`config.mk`:
```
export PLATFORM = sky130hd
export DESIGN_NAME = fetch_stage
export DESIGN_NICKNAME = d
export VERILOG_FILES = /design/src/rtl/fetch_stage.sv
export SDC_FILE = /design/constraint.sdc
export NUM_CORES = 1
export LEC_CHECK = 0
export ABC_AREA = 1
export CORE_MARGIN = 5
export CORE_UTILIZATION = 52
export DETAILED_ROUTE_END_ITERATION = 6
export GPL_TIMING_DRIVEN = 0
export PLACE_DENSITY = 0.87
export SLEW_MARGIN = 20
export SYNTH_ARGS = -nofsm -noshare
export SYNTH_HDL_FRONTEND = slang
export SYNTH_SLANG_ARGS = --single-unit
```
`constraint.sdc`:
```
create_clock -name clk -period 3.3 [get_ports clk]
set_clock_uncertainty 0.05 [all_clocks]
set_input_delay 0.495 -clock clk [delete_from_list [all_inputs] [get_ports clk]]
set_output_delay 0.495 -clock clk [all_outputs]
set_load 0.05 [all_outputs]
```
`src/rtl/fetch_stage.sv`:
```
// -----------------------------------------------------------------------------
// fetch_stage
//
// Producer side of the decode pipeline register. Owns the fetch PC, issues
// instruction reads on an SRAM-like bus (request / address-accepted /
// data-valid), and hands {instr, pc, pcplus4} to decode through a one-entry
// output buffer with a valid/ready handshake. Redirects from later stages
// reload the PC and squash the response of any fetch already in flight.
//
// At most one bus request is ever outstanding. A request only issues while
// the output buffer is empty or draining, so a response always finds room.
//
// Ports
//   clk             clock, all state changes on the rising edge
//   reset           asynchronous active-low reset (0 = in reset)
//   inst_req        fetch request to the instruction bus
//   inst_addr       fetch byte address (the current pc)
//   inst_addr_ok    bus accepted the request this cycle
//   inst_data_ok    read data valid this cycle
//   inst_rdata      read data
//   redirect_valid  load redirect_pc this cycle (highest priority)
//   redirect_pc     redirect target
//   d_valid         output entry valid
//   d_ready         decode accepts the entry
//   d_instr         instruction word
//   d_pc            address of d_instr
//   d_pcplus4       d_pc + 4
//   d_adel          address-error flag (only with FETCH_ADEL_EN)
//   pc              current fetch PC, for debug
//
// Build option
//   FETCH_ADEL_EN   when defined, a misaligned pc is not fetched; instead an
//                   entry flagged d_adel is delivered and fetch halts until
//                   the next redirect. When undefined, a misaligned pc is
//                   driven unmodified on inst_addr.
// -----------------------------------------------------------------------------
module fetch_stage #(
  parameter logic [31:0] RESET_PC = 32'hBFC0_0000,
  parameter logic [31:0] PC_INC   = 32'd4
) (
  input  logic        clk,
  input  logic        reset,
  output logic        inst_req,
  output logic [31:0] inst_addr,
  input  logic        inst_addr_ok,
  input  logic        inst_data_ok,
  input  logic [31:0] inst_rdata,
  input  logic        redirect_valid,
  input  logic [31:0] redirect_pc,
  output logic        d_valid,
  input  logic        d_ready,
  output logic [31:0] d_instr,
  output logic [31:0] d_pc,
  output logic [31:0] d_pcplus4,
`ifdef FETCH_ADEL_EN
  output logic        d_adel,
`endif
  output logic [31:0] pc
);

  // REQ: nothing outstanding. WAIT: one request outstanding.
  // HALT: parked after an address error, waiting for a redirect.
  typedef enum logic [1:0] {
    S_REQ  = 2'd0,
    S_WAIT = 2'd1
`ifdef FETCH_ADEL_EN
    ,
    S_HALT = 2'd2
`endif
  } state_t;

  state_t      state;
  state_t      state_nx;
  logic [31:0] req_pc;     // address of the outstanding request
  logic        discard;    // outstanding response belongs to a squashed path

  logic        space;      // buffer empty or being drained this cycle
  logic        accept;     // bus takes our request this cycle
  logic        resp;       // response for the outstanding request
  logic        resp_keep;  // response is current-path and gets buffered
  logic        misaligned;
  logic        adel_fill;  // deliver an address-error entry instead of fetching

  assign space = ~d_valid | d_ready;

`ifdef FETCH_ADEL_EN
  assign misaligned = |pc[1:0];
  assign adel_fill  = (state == S_REQ) & space & misaligned & ~redirect_valid;
`else
  assign misaligned = 1'b0;
  assign adel_fill  = 1'b0;
`endif

  // Gated by reset so the bus sees no request while the block is held.
  assign inst_req  = reset & (state == S_REQ) & space & ~redirect_valid & ~misaligned;
  assign inst_addr = pc;
  assign accept    = inst_req & inst_addr_ok;

  // data_ok outside WAIT is a bus protocol violation and is ignored.
  assign resp      = (state == S_WAIT) & inst_data_ok;
  // A response landing in a redirect cycle is stale even with discard clear.
  assign resp_keep = resp & ~discard & ~redirect_valid;

  // ---------------------------------------------------------------------------
  // State machine
  // ---------------------------------------------------------------------------
  // NOTE: sequential state uses non-blocking (<=) so every register samples
  // the pre-edge values of its inputs regardless of block ordering.
  always_ff @(posedge clk or negedge reset) begin
    if (!reset) state <= S_REQ;
    else        state <= state_nx;
  end

  // NOTE: state_nx gets its default before the case so every path assigns
  // it; a missing assignment in combinational logic would infer a latch.
  always_comb begin
    state_nx = state;
    case (state)
      S_REQ: begin
        if (accept)         state_nx = S_WAIT;
`ifdef FETCH_ADEL_EN
        else if (adel_fill) state_nx = S_HALT;
`endif
      end
      S_WAIT: begin
        // A redirect without data_ok keeps us waiting for the stale reply.
        if (inst_data_ok) state_nx = S_REQ;
      end
`ifdef FETCH_ADEL_EN
      S_HALT: begin
        if (redirect_valid) state_nx = S_REQ;
      end
`endif
      default: state_nx = S_REQ;
    endcase
  end

  // ---------------------------------------------------------------------------
  // PC, outstanding-request tracking and squash flag
  // ---------------------------------------------------------------------------
  always_ff @(posedge clk or negedge reset) begin
    if (!reset) begin
      pc      <= RESET_PC;
      req_pc  <= 32'd0;
      discard <= 1'b0;
    end else begin
      if (redirect_valid) pc <= redirect_pc;
      else if (accept)    pc <= pc + PC_INC;

      if (accept) req_pc <= pc;

      // The single outstanding reply clears the flag whichever path it is on;
      // back-to-back redirects simply leave it set.
      if (resp)                                      discard <= 1'b0;
      else if (redirect_valid && (state == S_WAIT))  discard <= 1'b1;
    end
  end

  // ---------------------------------------------------------------------------
  // One-entry output buffer
  // ---------------------------------------------------------------------------
  // Priority: redirect flush, fill from bus, fill with address error, drain.
  // A fill in the same cycle as a transfer replaces the departing entry.
  always_ff @(posedge clk or negedge reset) begin
    if (!reset) begin
      d_valid   <= 1'b0;
      d_instr   <= 32'd0;
      d_pc      <= 32'd0;
      d_pcplus4 <= 32'd0;
`ifdef FETCH_ADEL_EN
      d_adel    <= 1'b0;
`endif
    end else if (redirect_valid) begin
      d_valid <= 1'b0;
    end else if (resp_keep) begin
      d_valid   <= 1'b1;
      d_instr   <= inst_rdata;
      d_pc      <= req_pc;
      d_pcplus4 <= req_pc + 32'd4;
`ifdef FETCH_ADEL_EN
      d_adel    <= 1'b0;
`endif
    end else if (adel_fill) begin
      d_valid   <= 1'b1;
      d_instr   <= 32'd0;
      d_pc      <= pc;
      d_pcplus4 <= pc + 32'd4;
`ifdef FETCH_ADEL_EN
      d_adel    <= 1'b1;
`endif
    end else if (d_ready) begin
      d_valid <= 1'b0;
    end
  end

endmodule

```
==> run_summary.xml <==
<?xml version="1.0" encoding="UTF-8"?>
<metrics>
  <group name="routing">
    <metric name="initialDrtViolationCount" unit="">677</metric>
    <metric name="route.detailed.wl_per_inst" unit="um">15.9</metric>
    <metric name="vias" unit="">7905</metric>
    <metric name="postRouteWirelength" unit="um">24300</metric>
    <metric name="route.detailed.drc" unit="">0</metric>
    <metric name="dr.pass1.iters" unit="">5</metric>
    <metric name="antenna_violating_nets_post_route" unit="">0</metric>
    <metric name="dr_vias_cell" unit="">5.19</metric>
  </group>
  <group name="placed_design">
    <metric name="half_perimeter_wire_length_of_the_detailed_placement_result" unit="um">18600</metric>
    <metric name="placed_cells_incl_taps" unit="">1492</metric>
    <metric name="io_buffer_count" unit="">231</metric>
    <metric name="gp_congestion" unit="">0.916</metric>
  </group>
  <group name="timing">
    <metric name="final.hold.worst_slack" unit="ns">-0.00628</metric>
    <metric name="timing.fmax" unit="MHz">321</metric>
    <metric name="rsz0062_at_grt" unit="">false</metric>
    <metric name="final_cycle_utilization_of_the_critical_path" unit="">0.944</metric>
    <metric name="max-slew-margin-rel" unit="">0.618</metric>
    <metric name="timing_worst_slew_pin_value" unit="ns">0.571</metric>
    <metric name="final_hold_viol_count" unit="">3</metric>
    <metric name="fin_setup_tns" unit="ns">0</metric>
    <metric name="finalCriticalPeriod" unit="ns">3.11</metric>
    <metric name="max_slew_violation_count" unit="">0</metric>
    <metric name="setup_viol" unit="">0</metric>
  </group>
  <group name="clocking">
    <metric name="cts_root_buffer" unit="">clkbuf_16</metric>
    <metric name="cts_hold_buffers" unit="">0</metric>
    <metric name="insertion_delay_of_the_later_clocked_pin_in_the_worst_skew_pair" unit="ns">0.43</metric>
    <metric name="cts.reportedPaths.clkPinSlew" unit="ns">0.06</metric>
    <metric name="clock_tree.buffer_depth" unit="">2</metric>
    <metric name="cts_num_sinks" unit="">161</metric>
    <metric name="numCtsBuffers" unit="">17</metric>
    <metric name="tritoncts" unit="">done</metric>
    <metric name="cts-htree-levels" unit="">4</metric>
    <metric name="cts.repair_timing.setup_buffer_count" unit="">0</metric>
    <metric name="post_cts_resized" unit="">0</metric>
  </group>
  <group name="grt">
    <metric name="grt_usage" unit="">0.267</metric>
    <metric name="grt.overflow.total" unit="">0</metric>
    <metric name="grt_max_degree" unit="">88</metric>
    <metric name="grt_pass1_vias" unit="">7654</metric>
    <metric name="initial_antenna_violation_count" unit="">0</metric>
    <metric name="grt_first_pass_wirelength" unit="um">38900</metric>
  </group>
  <group name="setup_path">
    <metric name="cp-start-kind" unit="">input pin</metric>
    <metric name="critPathRequiredTime" unit="ns">2.75</metric>
    <metric name="timing.reg2reg.setup_slack" unit="ns">1.56</metric>
    <metric name="critical_path_arrival" unit="ns">2.57</metric>
    <metric name="critical_path_class" unit="">in -&gt; out</metric>
    <metric name="worst_setup_path_end_kind" unit="">primary output</metric>
    <metric name="worst-path-max-fanout" unit="">10</metric>
  </group>
  <group name="pwr">
    <metric name="maximum_vdd_drop" unit="mV">0.434</metric>
    <metric name="p_seq_frac" unit="">0.331</metric>
    <metric name="leakage" unit="nW">5.30</metric>
    <metric name="power_frac_comb" unit="">0.456</metric>
    <metric name="power-per-cell-area" unit="nW/um^2">807</metric>
    <metric name="p_sw" unit="W">0.00408</metric>
    <metric name="power.total" unit="W">0.00914</metric>
    <metric name="share_clk_of_total_power" unit="">0.212</metric>
    <metric name="switching_share" unit="">0.446</metric>
    <metric name="power.internal" unit="W">0.00506</metric>
  </group>
  <group name="yosys">
    <metric name="synth-seq-area-share" unit="">0.496</metric>
    <metric name="postSynthNetCount" unit="">1121</metric>
    <metric name="post_synth_instance_area" unit="um^2">8140</metric>
    <metric name="synth-seq-cells" unit="">161</metric>
    <metric name="synthCells" unit="">1049</metric>
    <metric name="synthDistinctLibCells" unit="">36</metric>
    <metric name="synthesis.yosys.warnings" unit="">0</metric>
    <metric name="syn_avg_cell_area" unit="um^2">7.76</metric>
  </group>
  <group name="die">
    <metric name="die_w" unit="um">135</metric>
    <metric name="row_count" unit="">45</metric>
    <metric name="starting_density_of_the_core" unit="">0.534</metric>
    <metric name="die-area" unit="um^2">18300</metric>
    <metric name="die_height" unit="um">135</metric>
    <metric name="io_pins" unit="">232</metric>
    <metric name="std_cell_core_area" unit="um^2">15300</metric>
  </group>
  <group name="layout">
    <metric name="fillCellCount" unit="">1176</metric>
    <metric name="final_cells" unit="">1524</metric>
    <metric name="drive_gt1_frac" unit="">0.105</metric>
    <metric name="synthToLayoutAreaGrowth" unit="%">39.2</metric>
    <metric name="antennaDiodeCount" unit="">0</metric>
    <metric name="num-nets-final" unit="">1372</metric>
  </group>
  <group name="run">
    <metric name="timing.max_cap.violations" unit="">0</metric>
  </group>
  <group name="status">
    <metric name="outcome" unit="">complete, but fails checks</metric>
    <metric name="failing_checks" unit="">hold timing</metric>
  </group>
  <group name="hold_path">
    <metric name="timing.hold.worst.class" unit="">in -&gt; async</metric>
  </group>
</metrics>
area by class of cell:
class / instances / area, um^2 / area share
Buffer: 71 / 453 / 0.0400
Multi-Input combinational cell: 714 / 3260 / 0.288
Inverter: 103 / 387 / 0.0341
Sequential cell: 161 / 4040 / 0.356
Clock inverter: 12 / 135 / 0.0119
Tap cell: 211 / 264 / 0.0233
Timing Repair Buffer: 232 / 2340 / 0.207
Clock buffer: 20 / 447 / 0.0394
layout by cell type, fill, tap and decap left out, types with 12 or more instances in the layout:
cell and count:
nand2_1 341, dfrtp_1 152, nand4_1 14, buf_4 35
nand3_1 100, inv_1 98, nor2_2 12, o211ai_1 15
clkbuf_16 17, nor2_1 114, o21ai_0 65, clkdlybuf4s50_1 230
buf_2 19, clkbuf_1 12
sequential cells by signal (all words and copies together) (netlist names):
signal     count
state          1
discard        1
d_valid        1
req_pc        32
d_pcplus4     30
d_pc          32
inst_addr     32
d_instr       32
critical path, stage by stage:
cell	delay, ns
clkdlybuf4s50_1	0.53
buf_2	0.26
buf_1	0.44
nor2_1	0.11
clkdlybuf4s50_1	0.73
metrics by stage:
step | hold WS, ns | utilization | cell area, um^2 | worst slack [ns]
2_1_floorplan | 0.149 | - | 8140 | 1.24
3_3_place_gp | 0.411 | 0.703 | 10700 | -5.04
3_5_place_dp | 0.414 | 0.705 | 10800 | 0.179
4_1_cts | 0.0173 | 0.743 | 11300 | 0.172
5_1_grt | 0.0438 | 0.743 | 11300 | 0.0413
6_report | -0.00628 | 0.743 | 11300 | 0.186
final timing paths:
| check | start | cells past startpoint | to |
|---|---|---|---|
| setup / recovery | redirect_valid | 5 | inst_req |
| hold / removal | reset | 1 | d_pc[22] |
| setup reg to reg | inst_addr[2] | 8 | inst_addr[30] |
| hold reg to reg | d_instr[16] | 2 | d_instr[16] |
| max in group asynchronous | reset | 2 | discard |
| min in group clk | d_instr[16] | 2 | d_instr[16] |
layer usage:
metal / share of wire / global-route usage / up-vias / wire length, um
li1: - / - / 3790 / -
met1: 0.43 / 0.370 / 3713 / 10400
met2: 0.47 / 0.429 / 373 / 11400
met3: 0.085 / 0.0542 / 29 / 2060
met4: 0.015 / 0.0733 / 0 / 376
met5: 0 / 0 / - / 0
cells in the mapped netlist, drive strengths merged:
cell	count	area, um^2
a21oi	8	40.0
buf	60	410
clkbuf	11	42.5
clkinv	1	3.75
dfrtp	152	3800
dfstp	9	236
ha	2	25.0
inv	102	383
nand2	347	1320
nand3	103	538
nand3b	4	30.0
nand4	15	100
nor2	136	624
nor3	3	20.0
o211ai	15	113
o21a	1	7.51
o21ai	67	335
o21bai	2	15.0
or2	1	6.26
xnor2	1	8.76
xor2	9	78.8
power by group through the flow:
stage	clock, W	combinational [W]	sequential (W)
final	0.00194	0.00417	0.00303
after global routing	0.00203	0.00439	0.00311
after CTS	0.00195	0.00420	0.00302
after detailed placement	0	0.00419	0.00304
after global placement	0	0.00413	0.00303
after floorplan	0	0.000978	0.00469
logic make-up (layout without fill, tap and decap cells):
family | after synthesis | after routing | synth area share
xor gates and xnor gates | 10 | 10 | 0.0108
and+or+nand+nor | 609 | 609 | 0.324
DFF | 161 | 161 | 0.496
adders and majority gates | 2 | 2 | 0.00307
buffers and inverters | 174 | 438 | 0.103
AOI/OAI and AO/OA | 93 | 93 | 0.0627
Power figures use the tool's default switching activity.
